$ cat src/rtl/reset_seq_pkg.sv
// ============================================================================
// Module      : reset_seq_pkg
// Description : Shared state encoding, widths and parameter defaults for the
//               fabric reset sequencer.
// Revision    : 1.0 - initial release
// ============================================================================
`default_nettype none

package reset_seq_pkg;

  typedef enum logic [2:0] {
    ST_WAIT_INIT = 3'd0,
    ST_WAIT_LOCK = 3'd1,
    ST_FILTER    = 3'd2,
    ST_RELEASE   = 3'd3,
    ST_RUN       = 3'd4,
    ST_RETRY     = 3'd5
  } state_e;

  localparam int c_LOCK_CNT_W = 8;

  localparam int c_NUM_LOCKS_DEF     = 2;
  localparam int c_NUM_STAGES_DEF    = 3;
  localparam int c_FILTER_CYCLES_DEF = 256;
  localparam int c_STAGE_GAP_DEF     = 16;
  localparam int c_LOCK_TIMEOUT_DEF  = 65536;
  localparam int c_RETRY_PULSE_DEF   = 64;

  // Counter width able to hold 0..max_count-1, never narrower than one bit.
  function automatic int cnt_width(input int max_count);
    return (max_count > 1) ? $clog2(max_count) : 1;
  endfunction

endpackage

`default_nettype wire

$ cat src/rtl/reset_seq_sync.sv
// ============================================================================
// Module      : reset_seq_sync
// Description : Parametrised-width 2-flop synchroniser with asynchronous clear.
// Revision    : 1.0 - initial release
// ============================================================================
`default_nettype none

module reset_seq_sync #(
  parameter int WIDTH = 1
) (
  input  logic             clk,
  input  logic             rst_n,
  input  logic [WIDTH-1:0] i_d,
  output logic [WIDTH-1:0] o_q
);

  logic [WIDTH-1:0] r_meta;
  logic [WIDTH-1:0] r_sync;

  always_ff @(posedge clk or negedge rst_n) begin
    if (!rst_n) begin
      r_meta <= '0;
      r_sync <= '0;
    end else begin
      r_meta <= i_d;
      r_sync <= r_meta;
    end
  end

  assign o_q = r_sync;

endmodule

`default_nettype wire

$ cat src/rtl/reset_sequencer_pf.sv
// ============================================================================
// Module      : reset_sequencer_pf
// Description : Fabric reset sequencer: merges POR/ext reset, init-done and PLL
//               locks, filters the locks and releases ordered reset stages.
//               Optional PLL timeout/retry enabled by RESET_SEQ_PLL_RETRY_EN.
// Revision    : 1.0 - initial release
// ============================================================================
`default_nettype none

module reset_sequencer_pf
  import reset_seq_pkg::*;
#(
  parameter int NUM_LOCKS     = c_NUM_LOCKS_DEF,
  parameter int NUM_STAGES    = c_NUM_STAGES_DEF,
  parameter int FILTER_CYCLES = c_FILTER_CYCLES_DEF,
  parameter int STAGE_GAP     = c_STAGE_GAP_DEF,
  parameter int LOCK_TIMEOUT  = c_LOCK_TIMEOUT_DEF,
  parameter int RETRY_PULSE   = c_RETRY_PULSE_DEF
) (
  input  logic                    CLK,
  input  logic                    EXT_RST_N,
  input  logic                    FPGA_POR_N,
  input  logic                    INIT_DONE,
  input  logic [NUM_LOCKS-1:0]    PLL_LOCK,
  input  logic                    SW_RST_REQ,
  output logic [NUM_STAGES-1:0]   FABRIC_RESET_N,
  output logic                    ALL_RELEASED,
  output logic                    PLL_POWERDOWN_B,
  output logic [c_LOCK_CNT_W-1:0] LOCK_LOSS_CNT,
  output logic [2:0]              STATE
);

  localparam int c_FILT_W = cnt_width(FILTER_CYCLES);
  localparam int c_GAP_W  = cnt_width(STAGE_GAP);

  localparam logic [c_FILT_W-1:0]     c_FILT_LAST   = c_FILT_W'(FILTER_CYCLES - 1);
  localparam logic [c_GAP_W-1:0]      c_GAP_LAST    = c_GAP_W'(STAGE_GAP - 1);
  localparam logic [NUM_STAGES-1:0]   c_STAGE_FIRST = NUM_STAGES'(1);
  localparam logic [c_LOCK_CNT_W-1:0] c_LLC_MAX     = '1;
  localparam bit                      c_ONE_STAGE   = (NUM_STAGES == 1);

  if (NUM_LOCKS < 1 || NUM_STAGES < 1 || FILTER_CYCLES < 1 || STAGE_GAP < 1 ||
      LOCK_TIMEOUT < 1 || RETRY_PULSE < 1) begin : g_bad_params
    $error("reset_sequencer_pf: all size parameters must be >= 1");
  end

  logic                    w_rst_n;
  logic [NUM_LOCKS-1:0]    w_lock_sync;
  logic [0:0]              w_init_sync;
  logic                    w_lock_ok;
  logic                    w_init_ok;
  logic [NUM_STAGES-1:0]   w_fab_next;

  state_e                  r_state;
  logic [NUM_STAGES-1:0]   r_fabric;
  logic                    r_all;
  logic [c_LOCK_CNT_W-1:0] r_llc;
  logic [c_FILT_W-1:0]     r_fcnt;
  logic [c_GAP_W-1:0]      r_gcnt;

  assign w_rst_n = EXT_RST_N & FPGA_POR_N;

  reset_seq_sync #(.WIDTH(NUM_LOCKS)) u_lock_sync (
    .clk   (CLK),
    .rst_n (w_rst_n),
    .i_d   (PLL_LOCK),
    .o_q   (w_lock_sync)
  );

  reset_seq_sync #(.WIDTH(1)) u_init_sync (
    .clk   (CLK),
    .rst_n (w_rst_n),
    .i_d   (INIT_DONE),
    .o_q   (w_init_sync)
  );

  assign w_lock_ok  = &w_lock_sync;
  assign w_init_ok  = w_init_sync[0];
  assign w_fab_next = (r_fabric << 1) | c_STAGE_FIRST;

`ifdef RESET_SEQ_PLL_RETRY_EN
  localparam int c_TO_W = cnt_width(LOCK_TIMEOUT);
  localparam int c_RP_W = cnt_width(RETRY_PULSE);
  localparam logic [c_TO_W-1:0] c_TO_LAST = c_TO_W'(LOCK_TIMEOUT - 1);
  localparam logic [c_RP_W-1:0] c_RP_LAST = c_RP_W'(RETRY_PULSE - 1);

  logic              r_pd_b;
  logic [c_TO_W-1:0] r_tcnt;
  logic [c_RP_W-1:0] r_rcnt;
`endif

  always_ff @(posedge CLK or negedge w_rst_n) begin
    if (!w_rst_n) begin
      r_state  <= ST_WAIT_INIT;
      r_fabric <= '0;
      r_all    <= 1'b0;
      r_llc    <= '0;
      r_fcnt   <= '0;
      r_gcnt   <= '0;
`ifdef RESET_SEQ_PLL_RETRY_EN
      r_pd_b   <= 1'b1;
      r_tcnt   <= '0;
      r_rcnt   <= '0;
`endif
    end else if (!w_init_ok && r_state != ST_WAIT_INIT) begin
      // Losing init-done outranks everything and is never counted.
      r_state  <= ST_WAIT_INIT;
      r_fabric <= '0;
      r_all    <= 1'b0;
`ifdef RESET_SEQ_PLL_RETRY_EN
      r_pd_b   <= 1'b1;
`endif
    end else if ((r_state == ST_RELEASE || r_state == ST_RUN) &&
                 (!w_lock_ok || SW_RST_REQ)) begin
      r_state  <= ST_WAIT_LOCK;
      r_fabric <= '0;
      r_all    <= 1'b0;
      if (!w_lock_ok && r_llc != c_LLC_MAX)
        r_llc <= r_llc + 1'b1;
`ifdef RESET_SEQ_PLL_RETRY_EN
      r_tcnt   <= '0;
`endif
    end else begin
      case (r_state)
        ST_WAIT_INIT: begin
          if (w_init_ok) begin
            r_state <= ST_WAIT_LOCK;
`ifdef RESET_SEQ_PLL_RETRY_EN
            r_tcnt  <= '0;
`endif
          end
        end
        ST_WAIT_LOCK: begin
          if (w_lock_ok) begin
            r_state <= ST_FILTER;
            r_fcnt  <= '0;
          end
`ifdef RESET_SEQ_PLL_RETRY_EN
          else if (r_tcnt == c_TO_LAST) begin
            r_state <= ST_RETRY;
            r_pd_b  <= 1'b0;
            r_rcnt  <= '0;
          end else begin
            r_tcnt  <= r_tcnt + 1'b1;
          end
`endif
        end
        ST_FILTER: begin
          if (!w_lock_ok) begin
            r_state <= ST_WAIT_LOCK;
`ifdef RESET_SEQ_PLL_RETRY_EN
            r_tcnt  <= '0;
`endif
          end else if (r_fcnt == c_FILT_LAST) begin
            r_fabric <= c_STAGE_FIRST;
            r_gcnt   <= '0;
            if (c_ONE_STAGE) begin
              r_state <= ST_RUN;
              r_all   <= 1'b1;
            end else begin
              r_state <= ST_RELEASE;
            end
          end else begin
            r_fcnt <= r_fcnt + 1'b1;
          end
        end
        ST_RELEASE: begin
          if (r_gcnt == c_GAP_LAST) begin
            r_gcnt   <= '0;
            r_fabric <= w_fab_next;
            if (&w_fab_next) begin
              r_state <= ST_RUN;
              r_all   <= 1'b1;
            end
          end else begin
            r_gcnt <= r_gcnt + 1'b1;
          end
        end
        ST_RUN: begin
          r_state <= ST_RUN;
        end
`ifdef RESET_SEQ_PLL_RETRY_EN
        ST_RETRY: begin
          // Locks are deliberately not looked at until the pulse completes.
          if (r_rcnt == c_RP_LAST) begin
            r_state <= ST_WAIT_LOCK;
            r_pd_b  <= 1'b1;
            r_tcnt  <= '0;
          end else begin
            r_rcnt <= r_rcnt + 1'b1;
          end
        end
`endif
        default: begin
          r_state  <= ST_WAIT_INIT;
          r_fabric <= '0;
          r_all    <= 1'b0;
        end
      endcase
    end
  end

  assign FABRIC_RESET_N = r_fabric;
  assign ALL_RELEASED   = r_all;
  assign LOCK_LOSS_CNT  = r_llc;
  assign STATE          = r_state;

`ifdef RESET_SEQ_PLL_RETRY_EN
  assign PLL_POWERDOWN_B = r_pd_b;
`else
  assign PLL_POWERDOWN_B = 1'b1;
`endif

endmodule

`default_nettype wire
$ cat config.mk
export PLATFORM = sky130hd
export DESIGN_NAME = reset_sequencer_pf
export DESIGN_NICKNAME = d
export VERILOG_FILES = /design/src/rtl/reset_seq_pkg.sv /design/src/rtl/reset_seq_sync.sv /design/src/rtl/reset_sequencer_pf.sv
export SDC_FILE = /design/constraint.sdc
export NUM_CORES = 1
export LEC_CHECK = 0
export BUFFER_PORTS_ARGS = -buffer_cell sky130_fd_sc_hd__buf_2
export CAP_MARGIN = 20
export CORE_MARGIN = 3
export CORE_UTILIZATION = 64
export CTS_BUF_LIST = sky130_fd_sc_hd__clkbuf_4
export DETAILED_ROUTE_END_ITERATION = 7
export GPL_TIMING_DRIVEN = 0
export PLACE_DENSITY = 0.87
export SYNTH_ARGS = -nofsm -noshare
export SYNTH_HDL_FRONTEND = slang
export SYNTH_SLANG_ARGS = --single-unit
export TNS_END_PERCENT = 100
$ cat constraint.sdc
create_clock -name CLK -period 2.7 [get_ports CLK]
set_clock_uncertainty 0.2 [all_clocks]
set_input_delay 0.27 -clock CLK [delete_from_list [all_inputs] [get_ports CLK]]
set_output_delay 0.27 -clock CLK [all_outputs]
set_load 0.005 [all_outputs]
# Word-level counts from Yosys, hierarchy flattened

Cells that the tools add are included.

Add/sub/neg operators: 3
Equal/unequal tests: 20
Muxes and demuxes: 28
Bitwise logic cells: 3
Reduce and logical (&&, ||, !) cells: 21

Operators by type and width:

| kind                  | count |
|---|---|
| $mux W3               | 13 |
| $mux W8               | 3 |
| $add A8 B1 Y8 const B | 2 |
| $pmux W8 S2           | 1 |
| $pmux W3 S5           | 1 |
| $mux W4               | 3 |
| $ne A4 B4 Y1 const B  | 3 |
| $reduce_and A5 Y1     | 2 |
| $pmux W3 S3           | 1 |
| $eq A8 B8 Y1 const B  | 1 |
| $ne A2 B2 Y1 const B  | 4 |
| $ne A4 B2 Y1 const B  | 2 |
| $ne A8 B8 Y1 const B  | 1 |
| $pmux W4 S2           | 1 |
| $eq A3 B2 Y1 const B  | 2 |
| $ne A3 B1 Y1 const B  | 2 |
| $reduce_and A3 Y1     | 2 |
| $reduce_and A6 Y1     | 1 |
| $ne A5 B5 Y1 const B  | 1 |
| $add A4 B1 Y4 const B | 1 |
| $eq A4 B4 Y1 const B  | 1 |
| $mux W1               | 4 |
| $ne A4 B3 Y1 const B  | 1 |
| $reduce_and A2 Y1     | 2 |
| other kinds (14)      | 20 |

Flip-flop bits (word level): 33
Input bits: 7
Output and inout port bits: 16
Word-level logic and storage cells: 85

# Longest topological paths before layout

Gate-level depths: netlist (run 1).

Depth in word-level cells: 6
Depth in mapped cells: 6
Mapped depth without buffers: 5

# By module

A second synthesis (run 1) with hierarchy kept.

Cells, all modules: 178
Area total of the unflattened synthesis: 1848.0 µm²

Modules (own cells, without submodules):

| module                       | instances | cells each | area each (µm²) | seq. area each (µm²) |
|---|---|---|---|---|
| reset_sequencer_pf           | 1         | 172        | 1697.9          | 675.6 |
| reset_seq_sync (u_lock_sync) | 1         | 4          | 100.1           | 100.1 |
| reset_seq_sync (u_init_sync) | 1         | 2          | 50.0            | 50.0 |

# Worst setup path after synthesis (run 1)

No wires, ideal clock.

Path type: register to register
Start point: register r_state[2] (netlist: STATE[2])
End point: register r_fcnt[0]
Library setup time: 0.125 ns
Arrival time: 1.558 ns
Required time: 2.375 ns
Path slack: 0.817 ns
Cell stages (with the launch flop): 7
Path buffers: 2
Period minus slack after synthesis: 1.883 ns
Cell sequence: dfrtp_1 -> buf_6 -> nand2b_4 -> or3_4 -> buf_6 -> a21o_1 -> mux2_2

Word-level cells in the longest chain between the ends: 5
Elaborated cells between the ends (all ways): 16
Those cells by class: eq/ne: 7; mux: 1; bitwise: 2; reduce/logical: 6

Ends and longest elaborated chain:

| element                                             | line                      | source |
|---|---|---|
| start: declaration                                  | reset_sequencer_pf.sv:54  | `state_e r_state;` |
| start signal: assignment                            | reset_sequencer_pf.sv:94  | `r_state <= ST_WAIT_INIT;` |
| start signal: assignment                            | reset_sequencer_pf.sv:107 | `r_state <= ST_WAIT_INIT;` |
| start signal: assignment                            | reset_sequencer_pf.sv:115 | `r_state <= ST_WAIT_LOCK;` |
| $eq A3 B2 Y1 / $eq A3 B3 Y1 (equally long branches) | reset_sequencer_pf.sv:113 | `end else if ((r_state == ST_RELEASE \|\| r_state == ST_RUN) &&` |
| $logic_or A1 B1 Y1                                  | reset_sequencer_pf.sv:113 |  |
| $logic_and A1 B1 Y1                                 | reset_sequencer_pf.sv:113 |  |
| $not A1 Y1 (no source line)                         | --                        |  |
| $reduce_and A6 Y1 (no source line)                  | --                        |  |
| end signal: assignment                              | reset_sequencer_pf.sv:164 | `r_fcnt <= r_fcnt + 1'b1;` |
| end: declaration                                    | reset_sequencer_pf.sv:58  | `logic [c_FILT_W-1:0] r_fcnt;` |

Several ways; a longest one is shown, not always the timed one.
A chain may end at the register's enable or synchronous reset.

# Worst setup path in the final report (run 1)

Start point: register r_fcnt[0]
End point: register r_gcnt[3]

Word-level cells in the longest chain between the ends: 3

Ends and longest elaborated chain:

| element                            | line                      | source |
|---|---|---|
| $eq A8 B8 Y1                       | reset_sequencer_pf.sv:154 | `end else if (r_fcnt == c_FILT_LAST) begin` |
| $ne A2 B2 Y1 (no source line)      | --                        |  |
| $reduce_and A5 Y1 (no source line) | --                        |  |
| end signal: assignment             | reset_sequencer_pf.sv:176 | `r_gcnt <= r_gcnt + 1'b1;` |
| end: declaration                   | reset_sequencer_pf.sv:59  | `logic [c_GAP_W-1:0] r_gcnt;` |

No other way between the ends.

==> reports/summary.txt, run 1 <==
==================================================================================================
Result of the run ................................................................... complete, no violations
CTS buffer count ....................................................................            5
Start of the worst register-to-register path ........................................    r_fcnt[0]
Required @ worst endpoint ...........................................................      2.73 ns
Wire length on met2 .................................................................      1.96 mm
Setup TNS ...........................................................................         0 ns
Final hold violations ...............................................................            0
Count of flip-flops with a built-in enable after synthesis ..........................            0
Share of flip-flops with an asynchronous set or reset ...............................         1.00
Clock insertion delay at the later pin of the skew report ...........................      0.34 ns
Capturing element type of the critical path .........................................    flip-flop
Crit path from ......................................................................    r_fcnt[0]
Routed via count ....................................................................         1534
Clock transition time at the flip-flop clock pins of the worst setup and hold paths .      0.10 ns
Initial Util ........................................................................        0.693
Global-route wire length before repair ..............................................      6.67 mm
IR Drop Worst-Case VDD ..............................................................   0.000520 V
Slew Viols, Final ...................................................................            0
Min cycle time layout ...............................................................      2.06 ns
Clock Root Buffer ...................................................................     clkbuf_4
H-tree levels .......................................................................            2
Num rows ............................................................................           18
Number of I/O port buffers ..........................................................           21
Post-route DRC ......................................................................            0
Destination of the worst register-to-register timing path ...........................    r_gcnt[3]
Wire length on met3 .................................................................       261 um
Static leakage ......................................................................  0.000986 uW
Remaining antenna violation count ...................................................            0
Unrepaired setup endpoints after global routing .....................................        false
Number of instances in the synthesized netlist ......................................          173
Die width ...........................................................................      58.7 um
Number of max-cap violations ........................................................            0
Proportion of layout cells with a drive suffix above 1 ..............................        0.225
Routed length per instance ..........................................................      16.6 um
Number of library cell types mapped by synthesis ....................................           54
Dominant register cell in the synthesized netlist ...................................      dfrtp_1
Area overhead of the layout relative to synthesis ...................................        16.0%
Synthesized area per cell ...........................................................    10.3 um^2
Final setup viols ...................................................................            0
Initial antenna violation count .....................................................            0
Post-Route Hold Slack ...............................................................     0.156 ns
CTS tree ............................................................................         done
Startpoint kind of the worst setup timing path ......................................    flip-flop
Number of inserted diodes ...........................................................            0
Count of boundary I/O pins ..........................................................           23
Combined area of all synthesized cells ..............................................    1780 um^2
Uppermost routed layer ..............................................................         met4
Fin util ............................................................................        0.805
Part of the Yosys area used for sequential elements .................................        0.464
Final Net Count .....................................................................          218
Cell depth of the worst flop-to-flop path ...........................................            5
Metal1 wirelength ...................................................................      1.67 mm
GRT Resource Usage Total ............................................................        0.261
Area of the placeable core ..........................................................    2570 um^2
Type of the worst min-delay path ....................................................      reg2reg
DP Area .............................................................................    1950 um^2
Critical Path End ...................................................................    r_gcnt[3]
Warning count from the yosys run ....................................................            0
Drt pass-1 iters ....................................................................            4
Die area ............................................................................    3450 um^2
Avg Vias per Cell ...................................................................         6.42
Final routed wirelength across all metal layers .....................................      3.97 mm
Total number of clock tree sinks ....................................................           33
Post-synth net total ................................................................          183
Die Span Y ..........................................................................      58.7 um
Portion of the clock cycle consumed by the worst path in the final layout ...........        0.763
Number of cells upsized or downsized after cts ......................................            0
WP data arrival .....................................................................      2.09 ns
Final non-filler cell area ..........................................................    2070 um^2
Hpwl dp .............................................................................      2.81 mm
Final total power ...................................................................      1150 uW
Maximum number of pins on one net before global-route repair ........................           19
Number of global-route vias before repair ...........................................         1484
Transition at the pin with the smallest max-transition slack ........................     0.702 ns
Routability-driven placement congestion ratio .......................................        0.907
Worst reg-to-reg setup slack ........................................................      0.64 ns
Relative slew slack .................................................................        0.531
Synth Register Bits .................................................................           33
Ratio of total power to cell area ...................................................  556 nW/um^2
GR Overflow Total ...................................................................            0
Critical path type ..................................................................      reg2reg
Biggest fanout along the worst timing path ..........................................            5
Buffer depth of the longest clock path ..............................................            2
Drt initial violations ..............................................................           97
Peak Freq ...........................................................................      485 MHz
==================================================================================================
power breakdown:
| group | internal [uW] | switching, uW | total, uW |
|---|---|---|---|
| Clock | 109 | 171 | 280 |
| Combinational | 127 | 157 | 284 |
| Sequential | 538 | 46.6 | 585 |
| Total | 774 | 375 | 1150 |
cells in the mapped netlist, drive strengths merged (2+ instances only):
| cell type | instances | share of area |
|---|---|---|
| o2111ai | 3 | 0.015 |
| a22o | 2 | 0.0098 |
| buf | 7 | 0.033 |
| clkbuf | 2 | 0.0042 |
| nor3 | 10 | 0.031 |
| mux2 | 2 | 0.013 |
| nand4 | 4 | 0.014 |
| or3 | 2 | 0.0098 |
| xor2 | 7 | 0.034 |
| a21oi | 6 | 0.017 |
| and3 | 3 | 0.011 |
| a31oi | 3 | 0.011 |
| mux2i | 4 | 0.022 |
| and2 | 3 | 0.011 |
| nand3 | 8 | 0.022 |
| nor4 | 4 | 0.014 |
| ha | 3 | 0.021 |
| a32o | 2 | 0.011 |
| inv | 6 | 0.013 |
| nor2 | 9 | 0.019 |
| or4 | 2 | 0.0084 |
| and3b | 2 | 0.0098 |
| o22a | 2 | 0.0098 |
| nand2 | 15 | 0.033 |
| dfrtp | 33 | 0.46 |
| o21ai | 7 | 0.020 |
| o311a | 2 | 0.011 |
through the flow:
stage	instances	setup slack, ns
2_1_floorplan	173	0.817
3_3_place_gp	224	0.756
3_5_place_dp	225	0.674
4_1_cts	239	0.654
5_1_grt	239	0.519
6_report	239	0.640
cells by family (layout without fill, tap and decap cells):
logic type | Yosys count | count (layout) | share of synthesized area
other | 1 | 1 | 0.00211
adders and majority gates | 3 | 3 | 0.0211
buffers and inverters | 15 | 51 | 0.0499
and+or+nand+nor | 69 | 69 | 0.224
muxes | 6 | 6 | 0.0351
AOI/OAI and AO/OA | 38 | 38 | 0.164
xor gates and xnor gates | 8 | 8 | 0.0394
DFF | 33 | 33 | 0.464
worst min-delay path by stage:
| stage | startpoint | end | depth (start not counted) |
|---|---|---|---|
| 2_1_floorplan | INIT_DONE | u_init_sync.r_meta | 0 |
| 5_1_grt | u_lock_sync.r_meta[0] | u_lock_sync.o_q[0] | 0 |
| 3_3_place_gp | u_lock_sync.r_meta[0] | u_lock_sync.o_q[0] | 0 |
| 3_5_place_dp | u_init_sync.r_meta | u_init_sync.o_q | 0 |
| 4_1_cts | u_init_sync.r_meta | u_init_sync.o_q | 0 |
| 6_report | u_init_sync.r_meta | u_init_sync.o_q | 0 |
placed cells by master (no fill, tap or decap), types with 6 or more instances in the layout:
| master | count |
|---|---|
| a21oi_1 | 6 |
| buf_2 | 23 |
| clkbuf_4 | 6 |
| dfrtp_1 | 33 |
| dlygate4sd3_1 | 6 |
| inv_1 | 6 |
| nand2_1 | 14 |
| nand3_1 | 8 |
| nor2_1 | 9 |
| nor3_1 | 9 |
| xor2_1 | 7 |
per-layer routing:
layer	vias up	global-route usage
li1	711	-
met1	741	0.328
met2	71	0.410
met3	11	0.0811
met4	0	0.120
met5	-	0
layout make-up:
type | instances | area (um^2)
repair buffers | 28 | 193
inverters | 6 | 22.5
clock inverters | 2 | 10.0
fillers | 158 | 502
plain buffers | 9 | 66.3
flip-flops and latches | 33 | 826
well taps | 30 | 37.5
multi-input cells | 125 | 866
clock buffers | 6 | 45.0
registers in the layout, indices dropped and copies added, names as in the netlist:
| name | count |
|---|---|
| ALL_RELEASED | 1 |
| FABRIC_RESET_N | 3 |
| LOCK_LOSS_CNT | 8 |
| STATE | 3 |
| r_fcnt | 8 |
| r_gcnt | 4 |
| u_init_sync.o_q | 1 |
| u_init_sync.r_meta | 1 |
| u_lock_sync.o_q | 2 |
| u_lock_sync.r_meta | 2 |
what timing repair did:
| item | CTS | global route |
|---|---|---|
| hold endpoints to repair | 18 | 0 |
| setup buffers | 0 | 0 |
| hold buffers | 6 | 0 |
critical path: stages, from the launching register on:
cell,delay (ns)
dfrtp_1,0.40
ha_1,0.26
and3_1,0.28
a31oi_1,0.12
or3_1,0.39
a211o_1,0.30
No activity file was read; power rests on OpenSTA's default activity.
==> run 2, diff against run 1 <==
--- a/config.mk
+++ b/config.mk
@@ -8,11 +8,11 @@
 export BUFFER_PORTS_ARGS = -buffer_cell sky130_fd_sc_hd__buf_2
 export CAP_MARGIN = 20
 export CORE_MARGIN = 3
-export CORE_UTILIZATION = 64
+export CORE_UTILIZATION = 59
 export CTS_BUF_LIST = sky130_fd_sc_hd__clkbuf_4
 export DETAILED_ROUTE_END_ITERATION = 7
 export GPL_TIMING_DRIVEN = 0
-export PLACE_DENSITY = 0.87
+export PLACE_DENSITY = 0.81
 export SYNTH_ARGS = -nofsm -noshare
 export SYNTH_HDL_FRONTEND = slang
 export SYNTH_SLANG_ARGS = --single-unit
==> constraint.sdc (replaced) <==
create_clock -name CLK -period 1.9 [get_ports CLK]
set_clock_uncertainty 0.2 [all_clocks]
set_input_delay 0.19 -clock CLK [delete_from_list [all_inputs] [get_ports CLK]]
set_output_delay 0.19 -clock CLK [all_outputs]
set_load 0.005 [all_outputs]
==> run 2 against run 1 <==
Against the previous run:
- the run now ends with negative setup slack left
- critical path depth is 1 lower
- total power is 64% higher
- final cell count is 4.6% higher
- flip-flop and latch count stayed put
- final area is 9.5% higher
- via count is 4.4% higher
- largest cell class unchanged
- non-clock buffer count is 10 higher
- sequential power is 43% higher
==> reports/summary.txt, run 2 (synthesis gave the netlist of run 1 again) <==
==================================================================================================
GR Overflow Total ...................................................................            0   unchanged
Routed via count ....................................................................         1602   +4.4%
Count of boundary I/O pins ..........................................................           23   unchanged
Result of the run ................................................................... complete, but fails checks
Die width ...........................................................................      60.9 um   +3.7%
Top library cells by usage in the layout, fill and taps aside ....................... 31 x dfrtp_1, 22 x buf_2, 15 x buf_4, 13 x nand2_1, 8 x nor3_1
Slew Viols, Final ...................................................................            0   unchanged
Setup TNS ...........................................................................   -0.0490 ns   -0.0490 ns
Die Span Y ..........................................................................      60.9 um   +3.7%
Final setup viols ...................................................................            3   +3
Drt initial violations ..............................................................           87   -10%
Avg Vias per Cell ...................................................................         6.41   -0.16%
Clock transition time at the flip-flop clock pins of the worst setup and hold paths .      0.11 ns   about the same
Buffer depth of the longest clock path ..............................................            2   unchanged
H-tree levels .......................................................................            2   unchanged
Crit path from ......................................................................     STATE[1]
Initial Util ........................................................................        0.635   -0.0588
Peak Freq ...........................................................................      520 MHz   +7.1%
Min cycle time layout ...............................................................      1.92 ns   -0.136 ns
Critical Path End ...................................................................    r_gcnt[3]
Area overhead of the layout relative to synthesis ...................................        27.1%
Hpwl dp .............................................................................      2.70 mm   -3.7%
Num rows ............................................................................           19   +1
Static leakage ......................................................................   0.00105 uW   +6.1%
Largest delay contributor family on the critical path ............................... compound AO/OA/AOI/OAI gates
WP data arrival .....................................................................      1.97 ns   -0.12 ns
Number of inserted filler cells in the final layout .................................          165   +4.4%
Routed length per instance ..........................................................      17.3 um   +4.4%
Transition at the pin with the smallest max-transition slack ........................     0.770 ns   +0.0688 ns
Worst Slack Setup Final .............................................................   -0.0245 ns   -0.664 ns
Remaining antenna violation count ...................................................            0   unchanged
Post-route DRC ......................................................................            0   unchanged
Area of the placeable core ..........................................................    2810 um^2   +9.3%
Global-route wire length before repair ..............................................      6.85 mm   +2.8%
Number of I/O port buffers ..........................................................           21   unchanged
Number of inserted diodes ...........................................................            0   unchanged
Die area ............................................................................    3710 um^2   +7.6%
Post-Place Setup Slack ..............................................................   -0.0755 ns   -0.749 ns
Final Net Count .....................................................................          228   +4.6%
Final routed wirelength across all metal layers .....................................      4.33 mm   +9.2%
Total buffers and inverters traversed by the critical path ..........................            1   +1
Storage cell area ...................................................................     828 um^2   +0.30%
CTS tree ............................................................................         done
Startpoint kind of the worst setup timing path ......................................    flip-flop
Violations in the final reports ..................................................... negative setup slack
Initial antenna violation count .....................................................            0   unchanged
GRT Resource Usage Total ............................................................        0.252   -0.00887
Critical path type ..................................................................      reg2reg
Number of global-route vias before repair ...........................................         1521   +2.5%
Unrepaired setup endpoints after global routing .....................................         true
Required @ worst endpoint ...........................................................      1.94 ns   -0.79 ns
Drt pass-1 iters ....................................................................            4   unchanged
Number of max-cap violations ........................................................            0   unchanged
Portion of the clock cycle consumed by the worst path in the final layout ...........         1.01   +0.250
CTS buffer count ....................................................................            5   unchanged
Type of the worst min-delay path ....................................................      reg2reg
Biggest fanout along the worst timing path ..........................................           10   +5
Worst reg-to-reg setup slack ........................................................     -0.02 ns   -0.66 ns
Cell type of the slowest stage on the worst timing path .............................      dfrtp_2
Worst hold path startpoint .......................................................... u_lock_sync.r_meta[0]
List of cells traversed by the critical path ........................................ buf_2 > o311ai_2 > or3_1 > a211o_1
Filler-free cell count of the finished design .......................................          250   +4.6%
IR Drop Worst-Case VDD ..............................................................   0.000553 V   +6.4%
Slowest cell delay on critical path .................................................      0.48 ns   +0.08 ns
Area of the multi-input gates .......................................................     955 um^2   +10%
Inst Count DP .......................................................................          226   +0.44%
Maximum number of pins on one net before global-route repair ........................           20   +1
Capturing element type of the critical path .........................................    flip-flop
Clock insertion delay at the later pin of the skew report ...........................      0.35 ns   about the same
Final hold violations ...............................................................            0   unchanged
Critical path depth in cells ........................................................            4   -1
Cell depth of the worst flop-to-flop path ...........................................            4   -1
Start of the worst register-to-register path ........................................     STATE[1]
Destination of the worst register-to-register timing path ...........................    r_gcnt[3]
Relative slew slack .................................................................        0.486   -0.0443
Clock Root Buffer ...................................................................     clkbuf_4
Proportion of layout cells with a drive suffix above 1 ..............................        0.342   +0.118
Most common cell after layout, fill and taps aside ..................................      dfrtp_1
Ratio of total power to cell area ...................................................  833 nW/um^2   +50%
Routability-driven placement congestion ratio .......................................        0.931   +2.6%
Total number of clock tree sinks ....................................................           33   unchanged
==================================================================================================
-- run 2: cell types whose count changed in the layout (fill, tap and decap cells not counted), sizes merged --
cell         change
bufinv           +1
clkinvlp         +1
clkbuf           -2
buf             +12
dlygate4sd3      -1
clkinv           -1
-- run 2: metrics by stage --
| step | hold slack, ns | total power [uW] | instance area (um^2) | utilization |
|---|---|---|---|---|
| global placement | 0.0999 | 1190 | 1920 | 0.686 |
| detailed placement | 0.0999 | 1220 | 1950 | 0.696 |
| CTS | 0.164 | 1790 | 2150 | 0.768 |
| finish | 0.159 | 1880 | 2260 | 0.806 |
| global route | 0.170 | 1970 | 2260 | 0.806 |
| floorplan | 0.0214 | 1110 | 1780 | - |
-- run 2: worst min path at each step --
| stage | end | slack (ns) | cells after the start |
|---|---|---|---|
| 6_report | u_lock_sync.o_q[0] | 0.16 | 0 |
| 2_1_floorplan | u_init_sync.r_meta | 0.02 | 0 |
| 4_1_cts | u_lock_sync.o_q[0] | 0.16 | 0 |
| 3_5_place_dp | u_lock_sync.r_meta[0] | 0.1 | 1 |
| 5_1_grt | u_lock_sync.o_q[0] | 0.17 | 0 |
| 3_3_place_gp | u_lock_sync.r_meta[1] | 0.1 | 1 |
-- run 2: per-layer routing --
layer	vias to the layer above	track usage	wire (um)
met3	14	0.0596	322
met5	-	0	0
met2	75	0.411	2140
met4	0	0.115	109
li1	728	-	-
met1	785	0.316	1760
-- run 2: what timing repair did --
item / CTS / global route
hold buffers: 5 / 0
pin swaps: 2 / 6
setup endpoints to repair: 7 / 16
gates resized for setup: 8 / 17
hold endpoints to repair: 17 / 0
setup buffers: 6 / 7
-- run 2: worst reg2reg max path: cells and delay by family (launching register included) --
family	cells	cell delay, ns
AO/OA/AOI/OAI	2	0.50
flip-flops	1	0.48
AND/OR/NAND/NOR	1	0.37
buffers and inverters	1	0.27
-- run 2: layout make-up --
type	instances	share of cell area
Timing Repair Buffer	40	0.124
Inverter	6	0.00996
Sequential cell	33	0.366
Clock inverter	3	0.0183
Buffer	7	0.0260
Clock buffer	5	0.0166
Multi-Input combinational cell	125	0.422
Tap cell	31	0.0171
-- run 2: power breakdown --
group          total (uW)  switching, uW  leakage [uW]  internal [uW]
registers             836           70.7      0.000438            765
logic                 523            263      0.000569            259
clock network         525            253     0.0000389            272
==> run 3, diff against run 2 <==
--- a/config.mk
+++ b/config.mk
@@ -8,11 +8,10 @@
 export BUFFER_PORTS_ARGS = -buffer_cell sky130_fd_sc_hd__buf_2
 export CAP_MARGIN = 20
 export CORE_MARGIN = 3
-export CORE_UTILIZATION = 59
+export CORE_UTILIZATION = 45
 export CTS_BUF_LIST = sky130_fd_sc_hd__clkbuf_4
 export DETAILED_ROUTE_END_ITERATION = 7
 export GPL_TIMING_DRIVEN = 0
-export PLACE_DENSITY = 0.81
 export SYNTH_ARGS = -nofsm -noshare
 export SYNTH_HDL_FRONTEND = slang
 export SYNTH_SLANG_ARGS = --single-unit
==> run 3 against run 2 <==
Against the previous run:
- the run still ends with negative setup slack left
- final area is 1.8% higher
- core utilization is 19 points lower
- total power is 6.1% lower
- clock power is 28% lower
- combinational power is 8.0% higher
- first-iteration DRC count is 30% lower
- sequential power is 1% lower
- non-clock buffer count is 1 higher
- worst hold slack worse by 0.0043 ns
- global-route usage is 6.3 points lower
- sequential share of layout area is 0.64 points lower
- critical path depth is 2 higher
- critical path type unchanged
- largest power group unchanged
==> reports/summary.txt, run 3 (synthesis gave the netlist of run 1 again) <==
==================================================================================================
Result of the run ................................................................... complete, but fails checks
Violations in the final reports ..................................................... negative setup slack
Area overhead of the layout relative to synthesis ...................................        29.3%
Maximum number of pins on one net before global-route repair ........................           34   +70%
Clock Root Buffer ...................................................................     clkbuf_4
Critical path type ..................................................................      reg2reg
Most common cell after layout, fill and taps aside ..................................      dfrtp_1
Relative contribution of the clock network to total power ...........................        0.213   -0.066
Required @ worst endpoint ...........................................................      1.92 ns   -0.02 ns
Portion of the clock cycle consumed by the worst path in the final layout ...........         1.02   +0.00670
Start of the worst register-to-register path ........................................     STATE[0]
Cell type of the slowest stage on the worst timing path .............................      dfrtp_1
GR Overflow Total ...................................................................            0   unchanged
Cell depth of the worst hold path ...................................................            0   unchanged
Routed length per instance ..........................................................      14.9 um   -14%
Area of the placeable core ..........................................................    3740 um^2   +33%
Clock transition time at the flip-flop clock pins of the worst setup and hold paths .      0.12 ns   about the same
Slew Viols, Final ...................................................................            0   unchanged
Num rows ............................................................................           22   +3
Post-route DRC ......................................................................            0   unchanged
Unrepaired setup endpoints after global routing .....................................         true
Slowest cell delay on critical path .................................................      0.41 ns   -0.07 ns
Total number of clock tree sinks ....................................................           33   unchanged
IR Drop Worst-Case VDD ..............................................................   0.000476 V   -14%
Destination of the worst register-to-register timing path ...........................    r_fcnt[0]
GRT Resource Usage Total ............................................................        0.188   -0.0634
Drt pass-1 iters ....................................................................            4   unchanged
Min cycle time layout ...............................................................      1.94 ns   +0.0127 ns
Hpwl dp .............................................................................      2.67 mm   -1.2%
Proportion of total power due to net switching ......................................        0.324   +0.0119
Power Internal ......................................................................      1200 uW   -7.7%
Most Frequent Cell on Critical Path .................................................        buf_6
Initial antenna violation count .....................................................            0   unchanged
Relative slew slack .................................................................        0.517   +0.0304
Number of I/O port buffers ..........................................................           21   unchanged
Final Net Count .....................................................................          229   +0.44%
Number of inserted filler cells in the final layout .................................          342   +110%
Biggest fanout along the worst timing path ..........................................            5   -5
Post-Place Setup Slack ..............................................................    -0.108 ns   -0.0329 ns
Transition at the pin with the smallest max-transition slack ........................     0.725 ns   -0.0457 ns
Number of global-route vias before repair ...........................................         1437   -5.5%
Number of inserted diodes ...........................................................            0   unchanged
Post-Route Hold Slack ...............................................................     0.155 ns   -0.00425 ns
Filler-free cell count of the finished design .......................................          268   +7.2%
Worst Slack Setup Final .............................................................   -0.0372 ns   -0.0127 ns
Routed via count ....................................................................         1543   -3.7%
Hold Path End ....................................................................... u_lock_sync.o_q[0]
Largest delay contributor family on the critical path ...............................   flip-flops
Avg Vias per Cell ...................................................................         5.76   -10%
CTS tree ............................................................................         done
Count of boundary I/O pins ..........................................................           23   unchanged
Type of the worst min-delay path ....................................................      reg2reg
CTS buffer count ....................................................................            5   unchanged
Static leakage ......................................................................   0.00105 uW   about the same
Capturing element type of the critical path .........................................    flip-flop
Setup TNS ...........................................................................   -0.0680 ns   -0.0190 ns
Remaining antenna violation count ...................................................            0   unchanged
Proportion of layout cells with a drive suffix above 1 ..............................        0.359   +0.0166
Final setup viols ...................................................................            2   -1
Initial Util ........................................................................        0.476   -0.159
Die Span Y ..........................................................................      68.9 um   +13%
Ratio of total power to cell area ...................................................  768 nW/um^2   -7.8%
Total buffers and inverters traversed by the critical path ..........................            2   +1
Worst reg-to-reg setup slack ........................................................     -0.04 ns   about the same
Die area ............................................................................    4750 um^2   +28%
List of cells traversed by the critical path ........................................ buf_6 > xnor2_2 > or3_4 > buf_6 > a21o_1 > mux2_4
H-tree levels .......................................................................            2   unchanged
Final routed wirelength across all metal layers .....................................      4.01 mm   -7.6%
Routability-driven placement congestion ratio .......................................        0.803   -14%
Inst Count DP .......................................................................          242   +7.1%
Global-route wire length before repair ..............................................      6.52 mm   -4.8%
Reg power frac ......................................................................        0.468   +0.024
DP Area .............................................................................    1950 um^2   -0.26%
Comb pwr share ......................................................................        0.320   +0.043
Final non-filler cell area ..........................................................    2300 um^2   +1.8%
WP data arrival .....................................................................      1.96 ns   about the same
Drt initial violations ..............................................................           61   -30%
Final hold violations ...............................................................            0   unchanged
Top library cells by usage in the layout, fill and taps aside ....................... 31 x dfrtp_1, 22 x buf_2, 14 x nand2_1, 14 x buf_4
Cell depth of the worst flop-to-flop path ...........................................            6   +2
Buffer depth of the longest clock path ..............................................            2   unchanged
Die width ...........................................................................      68.9 um   +13%
Peak Freq ...........................................................................      516 MHz   -0.66%
Number of max-cap violations ........................................................            0   unchanged
Net Sw Power ........................................................................       572 uW   -2.5%
Worst hold path startpoint .......................................................... u_lock_sync.r_meta[0]
Startpoint kind of the worst setup timing path ......................................    flip-flop
Clock insertion delay at the later pin of the skew report ...........................      0.34 ns   about the same
==================================================================================================
-- run 3: changes by cell type in the layout (fill, tap and decap cells not counted), sizes merged --
cell and change:
buf +1, bufinv -1, clkinv +2, clkinvlp -1
-- run 3: repair_timing --
action                                  4_1_cts  5_1_grt
gates resized for setup                       8       23
pin swaps                                     3       10
endpoints found under the setup margin        8       16
setup buffers                                 8        7
hold buffers                                  5        0
endpoints found under the hold margin        36        0
-- run 3: power by group through the flow --
stage | Sequential (uW) | Clock [uW] | Combinational [uW]
floorplan | 834 | 0 | 274
global placement | 836 | 0 | 370
detailed placement | 840 | 0 | 381
CTS | 829 | 386 | 448
global route | 839 | 426 | 627
finish | 827 | 376 | 565
-- run 3: how the worst max path moves through the flow --
stage                     startpoint        end  cells past startpoint
after detailed placement   r_fcnt[0]  r_gcnt[3]                      5
final                       STATE[0]  r_fcnt[0]                      6
after global routing        STATE[0]  r_fcnt[7]                      5
after floorplan             STATE[2]  r_fcnt[0]                      6
after global placement     r_fcnt[0]  r_gcnt[3]                      5
after CTS                   STATE[0]  r_fcnt[0]                      6
-- run 3: stage by stage --
| stage | util | power (uW) |
|---|---|---|
| floorplan | - | 1110 |
| global placement | 0.520 | 1210 |
| detailed placement | 0.520 | 1220 |
| CTS | 0.574 | 1660 |
| global route | 0.615 | 1890 |
| finish | 0.615 | 1770 |
-- run 3: final cells by class --
class / instances / area [um^2] / share of cell area
multi-input cells: 125 / 986 / 0.428
clock buffers: 5 / 37.5 / 0.0163
inverters: 6 / 22.5 / 0.00978
clock inverters: 3 / 12.5 / 0.00543
well taps: 48 / 60.1 / 0.0261
repair buffers: 41 / 297 / 0.129
plain buffers: 7 / 58.8 / 0.0255
flip-flops and latches: 33 / 828 / 0.360
-- run 3: layer usage --
layer,global-route usage,vias to the layer above,share of wire
li1,-,741,-
met1,0.247,739,0.45
met2,0.293,53,0.48
met3,0.0551,10,0.050
met4,0.0730,0,0.016
met5,0,-,0
